===== config.mk =====
export PLATFORM = sky130hd
export DESIGN_NAME = fpu_addsub_arbiter_flat
export DESIGN_NICKNAME = d
export VERILOG_FILES = /design/src/rtl/fpu_addsub_arbiter_if.sv /design/src/rtl/fpu_addsub_arbiter.sv /design/src/flat_wrapper.sv
export SDC_FILE = /design/constraint.sdc
export NUM_CORES = 1
export LEC_CHECK = 0
export ABC_AREA = 1
export CAP_MARGIN = 20
export CORE_AREA = 2 2 150 152
export DETAILED_ROUTE_END_ITERATION = 12
export DIE_AREA = 0 0 152 154
export HOLD_SLACK_MARGIN = 0.05
export PLACE_DENSITY = 0.79
export SYNTH_ARGS = -nofsm -noshare
export SYNTH_HDL_FRONTEND = slang
export SYNTH_SLANG_ARGS = --single-unit

===== constraint.sdc =====
create_clock -name I_Clk -period 3.62 [get_ports I_Clk]
set_clock_uncertainty 0.2 [all_clocks]
set_input_delay 0.543 -clock I_Clk [delete_from_list [all_inputs] [get_ports I_Clk]]
set_output_delay 0.543 -clock I_Clk [all_outputs]
set_load 0.1 [all_outputs]

===== src/rtl/fpu_addsub_arbiter_if.sv =====
// fpu_addsub_arbiter_if: request/issue/result bus of the shared FP add/sub arbiter.
// Requesters and the datapath model sit on the master side, the arbiter on the slave side.
// Signals in the I_ and O_ groups are named from the arbiter's point of view.
interface fpu_addsub_arbiter_if #(
    parameter int PRECISION = 32,
    parameter int NUM_REQ   = 4
);
    localparam int EW  = (PRECISION == 64) ? 11 : 8;
    localparam int MW  = (PRECISION == 64) ? 52 : 23;
    localparam int IDW = $clog2(NUM_REQ);

    logic [NUM_REQ-1:0]        I_Req_Valid;
    logic [NUM_REQ-1:0]        O_Req_Ready;
    logic [NUM_REQ-1:0]        I_Req_Sub;
    logic [NUM_REQ*EW-1:0]     I_Req_Exp;
    logic [NUM_REQ-1:0]        I_Req_Sign_Op1;
    logic [NUM_REQ*(MW+1)-1:0] I_Req_Mant_Op1;
    logic [NUM_REQ-1:0]        I_Req_Sign_Op2;
    logic [NUM_REQ*(MW+1)-1:0] I_Req_Mant_Op2;

    logic                      O_Dp_Valid;
    logic [EW-1:0]             O_Dp_Exp;
    logic                      O_Dp_Sign_Op1;
    logic [MW:0]               O_Dp_Mant_Op1;
    logic                      O_Dp_Sign_Op2;
    logic [MW:0]               O_Dp_Mant_Op2;

    logic                      I_Dp_Valid;
    logic                      I_Dp_Sign;
    logic [EW-1:0]             I_Dp_Exp;
    logic [MW+1:0]             I_Dp_Mant;

    logic [NUM_REQ-1:0]        O_Rsp_Valid;
    logic [IDW-1:0]            O_Rsp_Id;
    logic                      O_Rsp_Sign;
    logic [EW-1:0]             O_Rsp_Exp;
    logic [MW+1:0]             O_Rsp_Mant;
    logic                      O_Err;

    modport master (
        output I_Req_Valid, I_Req_Sub, I_Req_Exp, I_Req_Sign_Op1, I_Req_Mant_Op1,
               I_Req_Sign_Op2, I_Req_Mant_Op2,
               I_Dp_Valid, I_Dp_Sign, I_Dp_Exp, I_Dp_Mant,
        input  O_Req_Ready,
               O_Dp_Valid, O_Dp_Exp, O_Dp_Sign_Op1, O_Dp_Mant_Op1, O_Dp_Sign_Op2, O_Dp_Mant_Op2,
               O_Rsp_Valid, O_Rsp_Id, O_Rsp_Sign, O_Rsp_Exp, O_Rsp_Mant, O_Err
    );

    modport slave (
        input  I_Req_Valid, I_Req_Sub, I_Req_Exp, I_Req_Sign_Op1, I_Req_Mant_Op1,
               I_Req_Sign_Op2, I_Req_Mant_Op2,
               I_Dp_Valid, I_Dp_Sign, I_Dp_Exp, I_Dp_Mant,
        output O_Req_Ready,
               O_Dp_Valid, O_Dp_Exp, O_Dp_Sign_Op1, O_Dp_Mant_Op1, O_Dp_Sign_Op2, O_Dp_Mant_Op2,
               O_Rsp_Valid, O_Rsp_Id, O_Rsp_Sign, O_Rsp_Exp, O_Rsp_Mant, O_Err
    );
endinterface


===== src/rtl/fpu_addsub_arbiter.sv =====
// fpu_addsub_arbiter: round-robin sharing of one FP add/sub datapath among NUM_REQ requesters,
// with per-requester credit limits and a tag pipe that routes each result back to its issuer.
// Optional build macro FPU_ARB_BUSY_CNT_EN adds saturating O_Busy_Cnt / O_Stall_Cnt outputs.
module fpu_addsub_arbiter #(
    parameter int PRECISION       = 32,
    parameter int NUM_REQ         = 4,
    parameter int DP_LATENCY      = 1,
    parameter int MAX_OUTSTANDING = 2
) (
    input  logic                I_Clk,
    input  logic                I_nReset,
    fpu_addsub_arbiter_if.slave bus
`ifdef FPU_ARB_BUSY_CNT_EN
    ,
    output logic [31:0]         O_Busy_Cnt,
    output logic [31:0]         O_Stall_Cnt
`endif
);
    localparam int EW  = (PRECISION == 64) ? 11 : 8;
    localparam int MW  = (PRECISION == 64) ? 52 : 23;
    localparam int MNW = MW + 1;
    localparam int IDW = $clog2(NUM_REQ);
    localparam logic [3:0]     MAX_OS   = 4'(MAX_OUTSTANDING);
    localparam logic [IDW:0]   NREQ_W   = (IDW+1)'(NUM_REQ);
    localparam logic [IDW-1:0] LAST_IDX = IDW'(NUM_REQ - 1);

    logic [3:0]           r_cnt [NUM_REQ];
    logic [IDW-1:0]       r_rr_ptr;
    logic [IDW-1:0]       r_dp_id;
    logic [DP_LATENCY-1:0] r_tag_vld;
    logic [IDW-1:0]       r_tag_id [DP_LATENCY];

    logic [NUM_REQ-1:0]   w_eligible;
    logic [NUM_REQ-1:0]   w_grant;
    logic [NUM_REQ-1:0]   w_rsp_hit;
    logic                 w_found;
    logic [IDW-1:0]       w_grant_id;
    logic [IDW:0]         w_sum;
    logic [IDW-1:0]       w_idx;
    logic                 w_tag_vld;
    logic [IDW-1:0]       w_tag_id;
    logic                 w_rsp;

    assign w_tag_vld = r_tag_vld[DP_LATENCY-1];
    assign w_tag_id  = r_tag_id[DP_LATENCY-1];
    assign w_rsp     = bus.I_Dp_Valid && w_tag_vld;

    // Round-robin pick of the first eligible requester at or after the pointer.
    // Ready is held low while reset is asserted so no accept can be signalled then.
    always_comb begin
        w_eligible = '0;
        w_grant    = '0;
        w_found    = 1'b0;
        w_grant_id = '0;
        w_sum      = '0;
        w_idx      = '0;
        for (int unsigned i = 0; i < NUM_REQ; i++) begin
            w_eligible[i] = bus.I_Req_Valid[i] && (r_cnt[i] < MAX_OS);
        end
        for (int unsigned k = 0; k < NUM_REQ; k++) begin
            w_sum = {1'b0, r_rr_ptr} + (IDW+1)'(k);
            if (w_sum >= NREQ_W) begin
                w_sum = w_sum - NREQ_W;
            end
            w_idx = w_sum[IDW-1:0];
            if (!w_found && w_eligible[w_idx]) begin
                w_found    = 1'b1;
                w_grant_id = w_idx;
            end
        end
        if (w_found && I_nReset) begin
            w_grant[w_grant_id] = 1'b1;
        end
    end

    assign bus.O_Req_Ready = w_grant;

    // One-hot of the requester whose result is being accepted this cycle.
    always_comb begin
        w_rsp_hit = '0;
        if (w_rsp) begin
            w_rsp_hit[w_tag_id] = 1'b1;
        end
    end

    // Issue stage: register the granted operands and advance the round-robin pointer.
    always_ff @(posedge I_Clk or negedge I_nReset) begin
        if (!I_nReset) begin
            bus.O_Dp_Valid    <= 1'b0;
            bus.O_Dp_Exp      <= '0;
            bus.O_Dp_Sign_Op1 <= 1'b0;
            bus.O_Dp_Mant_Op1 <= '0;
            bus.O_Dp_Sign_Op2 <= 1'b0;
            bus.O_Dp_Mant_Op2 <= '0;
            r_dp_id           <= '0;
            r_rr_ptr          <= '0;
        end else if (w_found) begin
            bus.O_Dp_Valid    <= 1'b1;
            bus.O_Dp_Exp      <= bus.I_Req_Exp[w_grant_id*EW +: EW];
            bus.O_Dp_Sign_Op1 <= bus.I_Req_Sign_Op1[w_grant_id];
            bus.O_Dp_Mant_Op1 <= bus.I_Req_Mant_Op1[w_grant_id*MNW +: MNW];
            bus.O_Dp_Sign_Op2 <= bus.I_Req_Sign_Op2[w_grant_id] ^ bus.I_Req_Sub[w_grant_id];
            bus.O_Dp_Mant_Op2 <= bus.I_Req_Mant_Op2[w_grant_id*MNW +: MNW];
            r_dp_id           <= w_grant_id;
            r_rr_ptr          <= (w_grant_id == LAST_IDX) ? '0 : w_grant_id + 1'b1;
        end else begin
            bus.O_Dp_Valid    <= 1'b0;
        end
    end

    // Tag pipe follows the issued op through the datapath, one stage per datapath cycle.
    always_ff @(posedge I_Clk or negedge I_nReset) begin
        if (!I_nReset) begin
            r_tag_vld <= '0;
            for (int unsigned s = 0; s < DP_LATENCY; s++) begin
                r_tag_id[s] <= '0;
            end
        end else begin
            r_tag_vld[0] <= bus.O_Dp_Valid;
            r_tag_id[0]  <= r_dp_id;
            for (int unsigned s = 1; s < DP_LATENCY; s++) begin
                r_tag_vld[s] <= r_tag_vld[s-1];
                r_tag_id[s]  <= r_tag_id[s-1];
            end
        end
    end

    // Result routing back to the issuer; a tag/valid disagreement raises the sticky error.
    always_ff @(posedge I_Clk or negedge I_nReset) begin
        if (!I_nReset) begin
            bus.O_Rsp_Valid <= '0;
            bus.O_Rsp_Id    <= '0;
            bus.O_Rsp_Sign  <= 1'b0;
            bus.O_Rsp_Exp   <= '0;
            bus.O_Rsp_Mant  <= '0;
            bus.O_Err       <= 1'b0;
        end else begin
            bus.O_Rsp_Valid <= w_rsp_hit;
            if (w_rsp) begin
                bus.O_Rsp_Id   <= w_tag_id;
                bus.O_Rsp_Sign <= bus.I_Dp_Sign;
                bus.O_Rsp_Exp  <= bus.I_Dp_Exp;
                bus.O_Rsp_Mant <= bus.I_Dp_Mant;
            end
            if (bus.I_Dp_Valid != w_tag_vld) begin
                bus.O_Err <= 1'b1;
            end
        end
    end

    // Per-requester credit counters: +1 on accept, -1 on response, unchanged when both.
    always_ff @(posedge I_Clk or negedge I_nReset) begin
        if (!I_nReset) begin
            for (int unsigned i = 0; i < NUM_REQ; i++) begin
                r_cnt[i] <= '0;
            end
        end else begin
            for (int unsigned i = 0; i < NUM_REQ; i++) begin
                if (w_grant[i] && !w_rsp_hit[i]) begin
                    r_cnt[i] <= r_cnt[i] + 4'd1;
                end else if (!w_grant[i] && w_rsp_hit[i] && r_cnt[i] != '0) begin
                    r_cnt[i] <= r_cnt[i] - 4'd1;
                end
            end
        end
    end

`ifdef FPU_ARB_BUSY_CNT_EN
    // Saturating activity counters: datapath-busy cycles and requested-but-not-granted cycles.
    always_ff @(posedge I_Clk or negedge I_nReset) begin
        if (!I_nReset) begin
            O_Busy_Cnt  <= '0;
            O_Stall_Cnt <= '0;
        end else begin
            if (bus.O_Dp_Valid && O_Busy_Cnt != '1) begin
                O_Busy_Cnt <= O_Busy_Cnt + 32'd1;
            end
            if ((|bus.I_Req_Valid) && !w_found && O_Stall_Cnt != '1) begin
                O_Stall_Cnt <= O_Stall_Cnt + 32'd1;
            end
        end
    end
`endif
endmodule


===== src/flat_wrapper.sv =====
// flat-port wrapper written by rule: the top's interface ports become plain ports
module fpu_addsub_arbiter_flat 
#(
    parameter int PRECISION       = 32,
    parameter int NUM_REQ         = 4,
    parameter int DP_LATENCY      = 1,
    parameter int MAX_OUTSTANDING = 2
)
  (I_Clk, I_nReset, bus_I_Req_Valid, bus_I_Req_Sub, bus_I_Req_Exp, bus_I_Req_Sign_Op1, bus_I_Req_Mant_Op1, bus_I_Req_Sign_Op2, bus_I_Req_Mant_Op2, bus_I_Dp_Valid, bus_I_Dp_Sign, bus_I_Dp_Exp, bus_I_Dp_Mant, bus_O_Req_Ready, bus_O_Dp_Valid, bus_O_Dp_Exp, bus_O_Dp_Sign_Op1, bus_O_Dp_Mant_Op1, bus_O_Dp_Sign_Op2, bus_O_Dp_Mant_Op2, bus_O_Rsp_Valid, bus_O_Rsp_Id, bus_O_Rsp_Sign, bus_O_Rsp_Exp, bus_O_Rsp_Mant, bus_O_Err);
  fpu_addsub_arbiter_if #(.PRECISION(PRECISION), .NUM_REQ(NUM_REQ)) bus_i ();
  input  logic I_Clk;
  input  logic I_nReset;
  input wire logic [$bits(bus_i.I_Req_Valid)-1:0] bus_I_Req_Valid;
  input wire logic [$bits(bus_i.I_Req_Sub)-1:0] bus_I_Req_Sub;
  input wire logic [$bits(bus_i.I_Req_Exp)-1:0] bus_I_Req_Exp;
  input wire logic [$bits(bus_i.I_Req_Sign_Op1)-1:0] bus_I_Req_Sign_Op1;
  input wire logic [$bits(bus_i.I_Req_Mant_Op1)-1:0] bus_I_Req_Mant_Op1;
  input wire logic [$bits(bus_i.I_Req_Sign_Op2)-1:0] bus_I_Req_Sign_Op2;
  input wire logic [$bits(bus_i.I_Req_Mant_Op2)-1:0] bus_I_Req_Mant_Op2;
  input wire logic [$bits(bus_i.I_Dp_Valid)-1:0] bus_I_Dp_Valid;
  input wire logic [$bits(bus_i.I_Dp_Sign)-1:0] bus_I_Dp_Sign;
  input wire logic [$bits(bus_i.I_Dp_Exp)-1:0] bus_I_Dp_Exp;
  input wire logic [$bits(bus_i.I_Dp_Mant)-1:0] bus_I_Dp_Mant;
  output wire logic [$bits(bus_i.O_Req_Ready)-1:0] bus_O_Req_Ready;
  output wire logic [$bits(bus_i.O_Dp_Valid)-1:0] bus_O_Dp_Valid;
  output wire logic [$bits(bus_i.O_Dp_Exp)-1:0] bus_O_Dp_Exp;
  output wire logic [$bits(bus_i.O_Dp_Sign_Op1)-1:0] bus_O_Dp_Sign_Op1;
  output wire logic [$bits(bus_i.O_Dp_Mant_Op1)-1:0] bus_O_Dp_Mant_Op1;
  output wire logic [$bits(bus_i.O_Dp_Sign_Op2)-1:0] bus_O_Dp_Sign_Op2;
  output wire logic [$bits(bus_i.O_Dp_Mant_Op2)-1:0] bus_O_Dp_Mant_Op2;
  output wire logic [$bits(bus_i.O_Rsp_Valid)-1:0] bus_O_Rsp_Valid;
  output wire logic [$bits(bus_i.O_Rsp_Id)-1:0] bus_O_Rsp_Id;
  output wire logic [$bits(bus_i.O_Rsp_Sign)-1:0] bus_O_Rsp_Sign;
  output wire logic [$bits(bus_i.O_Rsp_Exp)-1:0] bus_O_Rsp_Exp;
  output wire logic [$bits(bus_i.O_Rsp_Mant)-1:0] bus_O_Rsp_Mant;
  output wire logic [$bits(bus_i.O_Err)-1:0] bus_O_Err;
  assign bus_i.I_Req_Valid = bus_I_Req_Valid;
  assign bus_i.I_Req_Sub = bus_I_Req_Sub;
  assign bus_i.I_Req_Exp = bus_I_Req_Exp;
  assign bus_i.I_Req_Sign_Op1 = bus_I_Req_Sign_Op1;
  assign bus_i.I_Req_Mant_Op1 = bus_I_Req_Mant_Op1;
  assign bus_i.I_Req_Sign_Op2 = bus_I_Req_Sign_Op2;
  assign bus_i.I_Req_Mant_Op2 = bus_I_Req_Mant_Op2;
  assign bus_i.I_Dp_Valid = bus_I_Dp_Valid;
  assign bus_i.I_Dp_Sign = bus_I_Dp_Sign;
  assign bus_i.I_Dp_Exp = bus_I_Dp_Exp;
  assign bus_i.I_Dp_Mant = bus_I_Dp_Mant;
  assign bus_O_Req_Ready = bus_i.O_Req_Ready;
  assign bus_O_Dp_Valid = bus_i.O_Dp_Valid;
  assign bus_O_Dp_Exp = bus_i.O_Dp_Exp;
  assign bus_O_Dp_Sign_Op1 = bus_i.O_Dp_Sign_Op1;
  assign bus_O_Dp_Mant_Op1 = bus_i.O_Dp_Mant_Op1;
  assign bus_O_Dp_Sign_Op2 = bus_i.O_Dp_Sign_Op2;
  assign bus_O_Dp_Mant_Op2 = bus_i.O_Dp_Mant_Op2;
  assign bus_O_Rsp_Valid = bus_i.O_Rsp_Valid;
  assign bus_O_Rsp_Id = bus_i.O_Rsp_Id;
  assign bus_O_Rsp_Sign = bus_i.O_Rsp_Sign;
  assign bus_O_Rsp_Exp = bus_i.O_Rsp_Exp;
  assign bus_O_Rsp_Mant = bus_i.O_Rsp_Mant;
  assign bus_O_Err = bus_i.O_Err;
  fpu_addsub_arbiter #(.PRECISION(PRECISION), .NUM_REQ(NUM_REQ), .DP_LATENCY(DP_LATENCY), .MAX_OUTSTANDING(MAX_OUTSTANDING)) u_core (.I_Clk(I_Clk), .I_nReset(I_nReset), .bus(bus_i));
endmodule

==> impl_results.md, run 1 <==
- Num CTS Buffers: 17
- Residual DRC: 0
- Crit-path max FO: 5
- Hold Path End: u_core.r_tag_id[0]
- Syn Nets: 1,418
- Most common cell after layout, fill and taps aside: clkdlybuf4s50_1
- Gr usage total: 23.15%
- Area after DPL: 12,080 um^2
- Rows: 54
- CTS Sinks: 123
- CP startpoint kind: input pin
- Post-DRT Antenna Nets: 0
- Min Tclk post-route: 3.492 ns
- I/O Buffers: 380
- Core area: 21,690 um^2
- Vias: 8,786
- Largest net degree at the start of global routing: 73
- Sequential element share of the synthesized area: 38.43%
- Post-DP HPWL: 20,300 um
- Final hold violations: 0
- Vias per cell: 4.925
- Max-slew violations: 0
- Relative slew slack: 31.38%
- Die area: 23,410 um^2
- Least-Margin Pin Slew: 1.026 ns
- I/O pin total: 381
- Reg2Reg Setup Slack: 0.28 ns
- Initial antenna violation count: 1
- Final Cycle Share: 96.47%
- Worst hold start: u_core.r_dp_id[0]
- Worst min-delay path class: reg -> reg
- Worst EP arrival: 2.75 ns
- H-tree depth: 4
- Die H: 154 um
- Status: complete, no violations
- Final Cell Area: 12,750 um^2
- Post-Synthesis Cells: 1,124
- Fmax: 286.4 MHz
- Initial Utilization: 36.93%
- Remaining global-route overflow: 0
- Reg2reg path depth: 17
- Yosys reg bits: 123
- Commonest non-fill, non-tap cells in the layout: clkdlybuf4s50_1, nand2_1, inv_1
- Hold_ws: 0.1837 ns
- CTS tree: done
- Clock Latency Late Sink: 0.41 ns
- Share of cells above drive strength 1: 8.583%
- CP Capture Type: output pin
- Max-cap violation count: 0
- Layout area overhead: 59.22%
- Hold path cells: 0
- Reg2reg start: u_core.r_cnt[6]
- CTS root buf: clkbuf_16
- Clock slew at reported path FFs: 0.06 ns
- Kind of critical path: in -> out
- Starting DRT DRC Count: 469
- Reg2Reg Capture Point: u_core.r_cnt[7]
- Yosys warnings: 0
- # nets final: 1,784
- Area of the mapped netlist: 8010 um^2
- Cell variety after synth: 34
- DR WL/cell: 15.53 um
- GPL Wtd Cong: 0.9030
- DRT Pass-1 Iters: 7
- Setup-failing EPs final: 0
- Routed WL: 27,710 um
- Syn_area_per_cell: 7.126 um^2
- Required @ worst endpoint: 2.88 ns
- Clk buf depth: 2
- Die width: 152 um
- First-pass GRT wire length: 43,900 um
- Vias in the first global route: 8,617
how the worst max path moves through the flow:
stage | from | depth (start not counted) | slack (ns) | end
CTS | u_core.r_cnt[3] | 11 | 0.009 | bus_O_Req_Ready[2]
detailed placement | bus_I_Req_Valid[3] | 18 | -0.08 | u_core.r_cnt[3]
global placement | bus_I_Req_Valid[3] | 18 | 0.08 | u_core.r_cnt[3]
finish | bus_I_Req_Valid[2] | 11 | 0.13 | bus_O_Req_Ready[2]
global route | u_core.r_cnt[6] | 14 | -0.02 | bus_O_Req_Ready[1]
floorplan | u_core.r_rr_ptr[0] | 15 | 0.35 | bus_O_Req_Ready[2]
per-stage QoR:
stage	setup slack (ns)	cells	util (%)	setup TNS, ns
after floorplan	0.3545	1124	-	0
after global placement	0.08347	1745	55.71	0
after detailed placement	-0.08277	1745	55.71	-0.1626
after CTS	0.008757	1778	58.52	0
after global routing	-0.01819	1784	58.80	-0.03124
final	0.1279	1784	58.80	0
synth_stat cells (all sizes together):
cell type,number,area (um^2)
nor3,1,10.01
a21oi,7,35.03
ha,13,162.7
o21a,1,7.510
buf,36,232.7
clkinv,1,3.750
nand4,89,569.3
mux2,34,382.9
a31oi,4,25.02
xor2,5,43.79
dfrtp,123,3078
nand2,311,1170
nor2,63,239.0
nand3,140,718.2
inv,193,727.0
o21ai,32,163.9
fa,4,80.08
or2,25,156.4
clkbuf,32,120.1
xnor2,9,78.83
and2,1,6.260
layer usage:
metal / vias to the layer above / global-route usage, % / share of wire [%]
li1: 4299 / - / -
met1: 4021 / 26.39 / 39
met2: 398 / 40.00 / 49
met3: 68 / 6.595 / 7.5
met4: 0 / 11.21 / 4.1
met5: - / 0 / 0
layout make-up:
| type | count | area [um^2] |
|---|---|---|
| Clock inverter | 14 | 170.2 |
| Tap cell | 280 | 350.3 |
| Fill cell | 1916 | 8935 |
| Timing Repair Buffer | 415 | 4108 |
| Inverter | 194 | 730.7 |
| Sequential cell | 123 | 3079 |
| Clock buffer | 18 | 429.2 |
| Multi-Input combinational cell | 739 | 3884 |
| Antenna cell | 1 | 2.502 |
logic make-up after synthesis:
| group | after synthesis | synth area share, % |
|---|---|---|
| compound gates | 44 | 2.890 |
| xor+xnor | 14 | 1.531 |
| fa+ha+maj | 17 | 3.030 |
| buf+inv | 262 | 13.53 |
| flops | 123 | 38.43 |
| mux | 34 | 4.780 |
| simple gates | 630 | 35.82 |
worst max-delay path: stages:
cell and delay, ns:
clkdlybuf4s50_1 0.53, nand4_1 0.17, and2_1 0.19, or2_1 0.22, nor3_2 0.25, nor2_4 0.10, inv_2 0.10, ha_1 0.17
nand3_1 0.10, inv_1 0.17, buf_12 0.20
flip-flops by register name, summed over array words and instances, names as in the netlist, 4 cells and up:
signal / cells
u_core.bus.O_Dp_Exp: 8
u_core.bus.O_Dp_Mant_Op1: 24
u_core.bus.O_Dp_Mant_Op2: 24
u_core.bus.O_Rsp_Exp: 8
u_core.bus.O_Rsp_Mant: 25
u_core.bus.O_Rsp_Valid: 4
u_core.r_cnt: 16
timing repair:
item                       CTS  global route
hold buffers                 1             0
hold endpoints to repair    21             0
buffers inserted             0             5
gates resized for setup      0             7
setup endpoints to repair    0             6
Power of run 1 is not shown: default switching activity piles up to over one toggle a cycle in this logic, so the estimate is an artifact.
==> inputs of run 2 (changes only) <==
--- a/config.mk
+++ b/config.mk
@@ -7,11 +7,12 @@
 export LEC_CHECK = 0
 export ABC_AREA = 1
 export CAP_MARGIN = 20
-export CORE_AREA = 2 2 150 152
+export CORE_ASPECT_RATIO = 1.1
+export CORE_MARGIN = 2
+export CORE_UTILIZATION = 31
 export DETAILED_ROUTE_END_ITERATION = 12
-export DIE_AREA = 0 0 152 154
 export HOLD_SLACK_MARGIN = 0.05
-export PLACE_DENSITY = 0.79
+export PLACE_DENSITY = 0.7
 export SYNTH_ARGS = -nofsm -noshare
 export SYNTH_HDL_FRONTEND = slang
 export SYNTH_SLANG_ARGS = --single-unit
==> run 2 against run 1 <==
Compared with the run above:
- flip-flop and latch count unchanged
- non-clock buffer count shrank 7
- critical path depth is the same
- setup slack better by 0.089 ns
- critical endpoint is now bus_O_Req_Ready[0]
- cell area is 0.36% lower
- die area increased by 16%
- core utilization down 8.7 points
- highest routed layer unchanged
- via count is 1.3% lower
- worst hold slack got worse by 0.011 ns
- routed wire length decreased by 0.37%
==> impl_results.md, run 2 (same netlist as run 1, synthesis figures left out) <==
- Kind of critical path: in -> out
- CP Cell Sequence: clkdlybuf4s50_1 -> nand4_1 -> and2_1 -> or2_1 -> nor3_2 -> nor2_4 -> buf_4 -> ha_1 -> nand3_1 -> inv_1 -> buf_12
- Clk buf depth: 2 (unchanged)
- Crit-path max FO: 4 (-1)
- Routed WL: 27,600 um (-0.37%)
- # nets final: 1,777 (-0.39%)
- Clock Latency Late Sink: 0.41 ns (about the same)
- Biggest register: u_core.bus.O_Rsp_Mant
- Hold path cells: 0 (unchanged)
- Die width: 157.3 um (+3.5%)
- Max-cap violation count: 0 (unchanged)
- Worst min-delay path class: reg -> reg
- Max-slew violations: 0 (unchanged)
- Final hold violations: 0 (unchanged)
- Clock slew at reported path FFs: 0.06 ns (about the same)
- Final std cells w/o fill: 1,843 (+3.3%)
- Max reg flops: 25 (unchanged)
- Worst hold start: u_core.r_dp_id[0]
- Pre-CTS worst setup slack: -0.06120 ns (+0.02157 ns)
- Least-Margin Pin Slew: 1.053 ns (+0.02671 ns)
- I/O Buffers: 380 (unchanged)
- Relative slew slack: 29.60% (-1.8 points)
- Reg2reg start: u_core.r_cnt[3]
- RSZ-0062 raised after global routing: false
- Post-DRT Antenna Nets: 0 (unchanged)
- DRT Pass-1 Iters: 6 (-1)
- Vias per cell: 4.704 (-4.5%)
- CP startpoint kind: input pin
- Top flop regs: u_core.bus.O_Rsp_Mant: 25 flops, u_core.bus.O_Dp_Mant_Op1: 24 flops, u_core.bus.O_Dp_Mant_Op2: 24 flops
- CTS root buf: clkbuf_16
- Fmax: 293.8 MHz (+2.6%)
- Status: complete, no violations
- I/O pin total: 381 (unchanged)
- Final setup margin: 0.2167 ns (+0.08873 ns)
- Hold Path End: u_core.r_tag_id[0]
- Die area: 27,140 um^2 (+16%)
- Most common cell after layout, fill and taps aside: clkdlybuf4s50_1
- DP Cell Count: 1,809 (+3.7%)
- CP Capture Type: output pin
- Die H: 172.6 um (+12%)
- GPL Wtd Cong: 0.9124 (+1.0%)
- H-tree depth: 4 (unchanged)
- Reg2Reg Capture Point: u_core.r_cnt[11]
- CTS Sinks: 123 (unchanged)
- Starting DRT DRC Count: 396 (-16%)
- Required @ worst endpoint: 2.88 ns (about the same)
- Vias: 8,669 (-1.3%)
- Post-DP HPWL: 20,500 um (+0.96%)
- Remaining global-route overflow: 0 (unchanged)
- Core area: 25,340 um^2 (+17%)
- Num CTS Buffers: 17 (unchanged)
- First-pass GRT wire length: 43,700 um (-0.46%)
- Largest stage delay, worst path: 0.50 ns (-0.03 ns)
- Initial antenna violation count: 1 (unchanged)
- Final core occ: 50.15% (-8.7 points)
- Final Cycle Share: 94.02% (-2.5 points)
- Gr usage total: 20.27% (-2.9 points)
- CTS tree: done
- Min Tclk post-route: 3.403 ns (-0.08873 ns)
- Reg2reg path depth: 20 (+3)
- Vias in the first global route: 8,421 (-2.3%)
- Initial Utilization: 31.61% (-5.3 points)
- Setup repair bufs after CTS: 0 (unchanged)
- Reg2Reg Setup Slack: 0.34 ns (+0.06 ns)
- DR WL/cell: 14.98 um (-3.6%)
- Master of the slowest instance on the critical path: clkdlybuf4s50_1
- Worst EP arrival: 2.66 ns (-0.09 ns)
- Largest net degree at the start of global routing: 83 (+14%)
- Layout area overhead: 58.64%
- Setup-failing EPs final: 0 (unchanged)
- Residual DRC: 0 (unchanged)
- Commonest non-fill, non-tap cells in the layout: clkdlybuf4s50_1, nand2_1, inv_1
- Rows: 61 (+13%)
- Total negative slack: 0 ns (unchanged)
- Share of cells above drive strength 1: 7.754% (-0.83 points)
run 2: cell types whose count changed in the layout (fill, tap and decap cells not counted):
| cell | previous run | this run |
|---|---|---|
| xnor2_1 | 8 | 9 |
| o21ai_1 | 22 | 23 |
| inv_2 | 3 | 2 |
| buf_12 | 5 | 4 |
| nor2_1 | 60 | 61 |
| clkdlybuf4s50_1 | 369 | 370 |
| clkbuf_1 | 1 | 2 |
| bufinv_16 | 3 | 1 |
| buf_4 | 39 | 32 |
| xnor2_2 | 1 | 0 |
| clkinv_4 | 4 | 5 |
| inv_1 | 190 | 191 |
| o21ai_2 | 2 | 1 |
| nor2_4 | 2 | 1 |
run 2: worst max path at each step:
stage | startpoint | endpoint | slack, ns | depth (start not counted)
CTS | u_core.r_cnt[6] | bus_O_Req_Ready[0] | 0.14 | 11
global placement | bus_I_Req_Valid[2] | u_core.r_cnt[3] | 0.04 | 18
global route | u_core.r_cnt[3] | u_core.r_cnt[3] | 0.02 | 20
detailed placement | bus_I_Req_Valid[3] | u_core.r_cnt[3] | -0.06 | 18
finish | bus_I_Req_Valid[3] | bus_O_Req_Ready[0] | 0.22 | 11
floorplan | u_core.r_rr_ptr[0] | bus_O_Req_Ready[2] | 0.35 | 15
run 2: cell type report:
cell class / count / area (um^2)
Sequential cell: 123 / 3079
Clock buffer: 19 / 432.9
Clock inverter: 13 / 118.9
Inverter: 194 / 730.7
Tap cell: 346 / 432.9
Timing Repair Buffer: 408 / 4045
Multi-Input combinational cell: 739 / 3865
Antenna cell: 1 / 2.502
Fill cell: 2518 / 12630
run 2: worst max-delay path, delay by kind of cell:
family | cells | cell delay (ns)
fa+ha+maj | 1 | 0.20
buf+inv | 4 | 0.93
simple gates | 6 | 0.99
run 2: metal layers:
metal,vias up,track usage [%],wire length [um]
met1,3957,23.48,10680
met2,360,34.68,13620
li1,4280,-,-
met4,0,9.773,1193
met5,-,0,0
met3,72,5.063,2114
run 2: per-stage QoR:
step | instance area, um^2 | hold slack, ns
global route | 12700 | 0.1820
finish | 12710 | 0.1726
global placement | 12140 | 0.1605
floorplan | 8010 | 0.04741
detailed placement | 12140 | 0.1630
CTS | 12700 | 0.1735
run 2: what timing repair did:
action	CTS	global route
hold endpoints to repair	27	0
gates resized for setup	0	2
setup endpoints to repair	0	1
hold buffers	1	0
Power of run 2 is left out for the same reason.
==> inputs of run 3 (changes only) <==
--- a/config.mk
+++ b/config.mk
@@ -12,7 +12,6 @@
 export CORE_UTILIZATION = 31
 export DETAILED_ROUTE_END_ITERATION = 12
 export HOLD_SLACK_MARGIN = 0.05
-export PLACE_DENSITY = 0.7
 export SYNTH_ARGS = -nofsm -noshare
 export SYNTH_HDL_FRONTEND = slang
 export SYNTH_SLANG_ARGS = --single-unit
==> run 3 against run 2 <==
Compared with the run above:
- setup slack worse by 0.074 ns
- flip-flop and latch count unchanged
- sequential share of layout area fell by 0.18 points
- final cell count rose by 0.22%
- global-route usage up 0.69 points
- register-to-register slack about the same
- critical path depth rose by 1
==> impl_results.md, run 3 (same netlist as run 1, synthesis figures left out) <==
- Status: complete, no violations
- Most frequent CP cell: buf_4
- Least-Margin Pin Slew: 1.047 ns (-0.005838 ns)
- Clock Latency Late Sink: 0.42 ns (about the same)
- Worst min-delay path class: reg -> reg
- Area of the multi-input gates: 3881 um^2 (+0.42%)
- Routed WL: 28,500 um (+3.2%)
- Filler Cells Inserted: 2,555 (+1.5%)
- Hold path cells: 0 (unchanged)
- Relative slew slack: 29.99% (+0.39 points)
- First-pass GRT wire length: 44,870 um (+2.7%)
- Total stage count of the critical path: 12 (+1)
- Die width: 157.3 um (unchanged)
- Most common cell after layout, fill and taps aside: clkdlybuf4s50_1
- CP startpoint kind: input pin
- Vias: 8,488 (-2.1%)
- Post-DRT Antenna Nets: 0 (unchanged)
- Commonest non-fill, non-tap cells in the layout: clkdlybuf4s50_1, nand2_1, inv_1
- CTS root buf: clkbuf_16
- CTS Sinks: 123 (unchanged)
- I/O pin total: 381 (unchanged)
- Reg2Reg Setup Slack: 0.35 ns (about the same)
- Max-slew violations: 0 (unchanged)
- DR WL/cell: 15.43 um (+3.0%)
- CP Cell Sequence: clkdlybuf4s50_1 -> nand4_1 -> and2_1 -> or2_1 -> nor3_2 -> nor2_4 -> buf_4 -> ha_1 -> buf_4 -> nand3_1 -> inv_2 -> buf_12
- Post-DP HPWL: 20,540 um (+0.22%)
- Final std cells w/o fill: 1,847 (+0.22%)
- Clock slew at reported path FFs: 0.06 ns (about the same)
- Required @ worst endpoint: 2.88 ns (about the same)
- Hold_ws: 0.1668 ns (-0.005760 ns)
- Setup-failing EPs final: 0 (unchanged)
- FF+latch area: 3079 um^2 (unchanged)
- GPL Wtd Cong: 0.8585 (-5.9%)
- Worst EP arrival: 2.73 ns (+0.07 ns)
- I/O Buffers: 380 (unchanged)
- Initial Utilization: 31.61% (unchanged)
- Crit-path max FO: 3 (-1)
- DRT Pass-1 Iters: 6 (unchanged)
- Layout area overhead: 59.86%
- Residual DRC: 0 (unchanged)
- Initial antenna violation count: 4 (+3)
- Max-cap violation count: 0 (unchanged)
- Die area: 27,140 um^2 (unchanged)
- Vias per cell: 4.596 (-2.3%)
- Vias in the first global route: 8,323 (-1.2%)
- Largest net degree at the start of global routing: 92 (+11%)
- Clk buf depth: 2 (unchanged)
- Final hold violations: 0 (unchanged)
- Reg2reg path depth: 21 (+5.0%)
- Gr usage total: 20.96% (+0.69 points)
- Master of the slowest instance on the critical path: clkdlybuf4s50_1
- Share of cells above drive strength 1: 8.283% (+0.53 points)
- DP Cell Count: 1,809 (unchanged)
- Remaining global-route overflow: 0 (unchanged)
- Die H: 172.6 um (unchanged)
- Biggest register: u_core.bus.O_Rsp_Mant
- Fmax: 287.6 MHz (-2.1%)
- Final Cycle Share: 96.07% (+2.1 points)
- Kind of critical path: in -> out
- Max reg flops: 25 (unchanged)
- WP buf/inv: 5 (+1)
- Largest stage delay, worst path: 0.51 ns (about the same)
- # nets final: 1,778 (+0.056%)
- Core area: 25,340 um^2 (unchanged)
- H-tree depth: 4 (unchanged)
- Min Tclk post-route: 3.478 ns (+0.07424 ns)
- Rows: 61 (unchanged)
- Num CTS Buffers: 17 (unchanged)
- CTS tree: done
- CP Capture Type: output pin
- Starting DRT DRC Count: 504 (+27%)
- Top flop regs: u_core.bus.O_Rsp_Mant: 25 flops, u_core.bus.O_Dp_Mant_Op1: 24 flops, u_core.bus.O_Dp_Mant_Op2: 24 flops
- Crit-path leading delay family: buffers and inverters
-- run 3: cell count changes in the layout (fill, tap and decap cells not counted), moves of 2 or more --
cell / change
inv_1: -2
inv_2: +2
bufinv_16: +2
clkbuf_8: +2
nor2_1: -2
clkbuf_1: -2
nor2_2: +2
diode_2: +3
-- run 3: area by class of cell --
type / instances / area share, %
antenna: 4 / 0.07817
inverter: 194 / 5.706
tap: 346 / 3.381
clock inverter: 13 / 1.290
clock buffer: 19 / 3.537
multi-input combinational: 739 / 30.31
timing repair buffer: 409 / 31.65
sequential: 123 / 24.05
-- run 3: what timing repair did --
action / in CTS / in global routing
hold buffers: 1 / 0
endpoints found under the setup margin: 0 / 7
setup buffers: 0 / 1
endpoints found under the hold margin: 39 / 0
resized for setup: 0 / 8
-- run 3: through the flow --
| stage | setup WS [ns] | TNS (ns) | area [um^2] | utilization, % |
|---|---|---|---|---|
| floorplan | 0.3545 | 0 | 8010 | - |
| global placement | 0.08019 | 0 | 12140 | 47.91 |
| detailed placement | -0.04613 | -0.07769 | 12140 | 47.91 |
| CTS | 0.004780 | 0 | 12770 | 50.39 |
| global route | -0.0005791 | -0.0005791 | 12800 | 50.51 |
| finish | 0.1424 | 0 | 12800 | 50.53 |
-- run 3: worst paths after layout --
| kind | from | end |
|---|---|---|
| max | bus_I_Req_Valid[2] | bus_O_Req_Ready[1] |
| min | u_core.bus.O_Dp_Valid | u_core.r_tag_vld |
| max reg2reg | u_core.r_rr_ptr[0] | u_core.r_cnt[7] |
| min reg2reg | u_core.bus.O_Dp_Valid | u_core.r_tag_vld |
| max in group asynchronous | I_nReset | u_core.r_rr_ptr[0] |
| min in group asynchronous | I_nReset | u_core.bus.O_Rsp_Valid[0] |
-- run 3: metal layers --
layer | global-route usage (%) | share of wire [%]
met2 | 35.86 | 49
met1 | 25.11 | 41
met5 | 0 | 0.025
met3 | 4.436 | 6.4
met4 | 9.318 | 3.6
Power of run 3 is left out for the same reason.
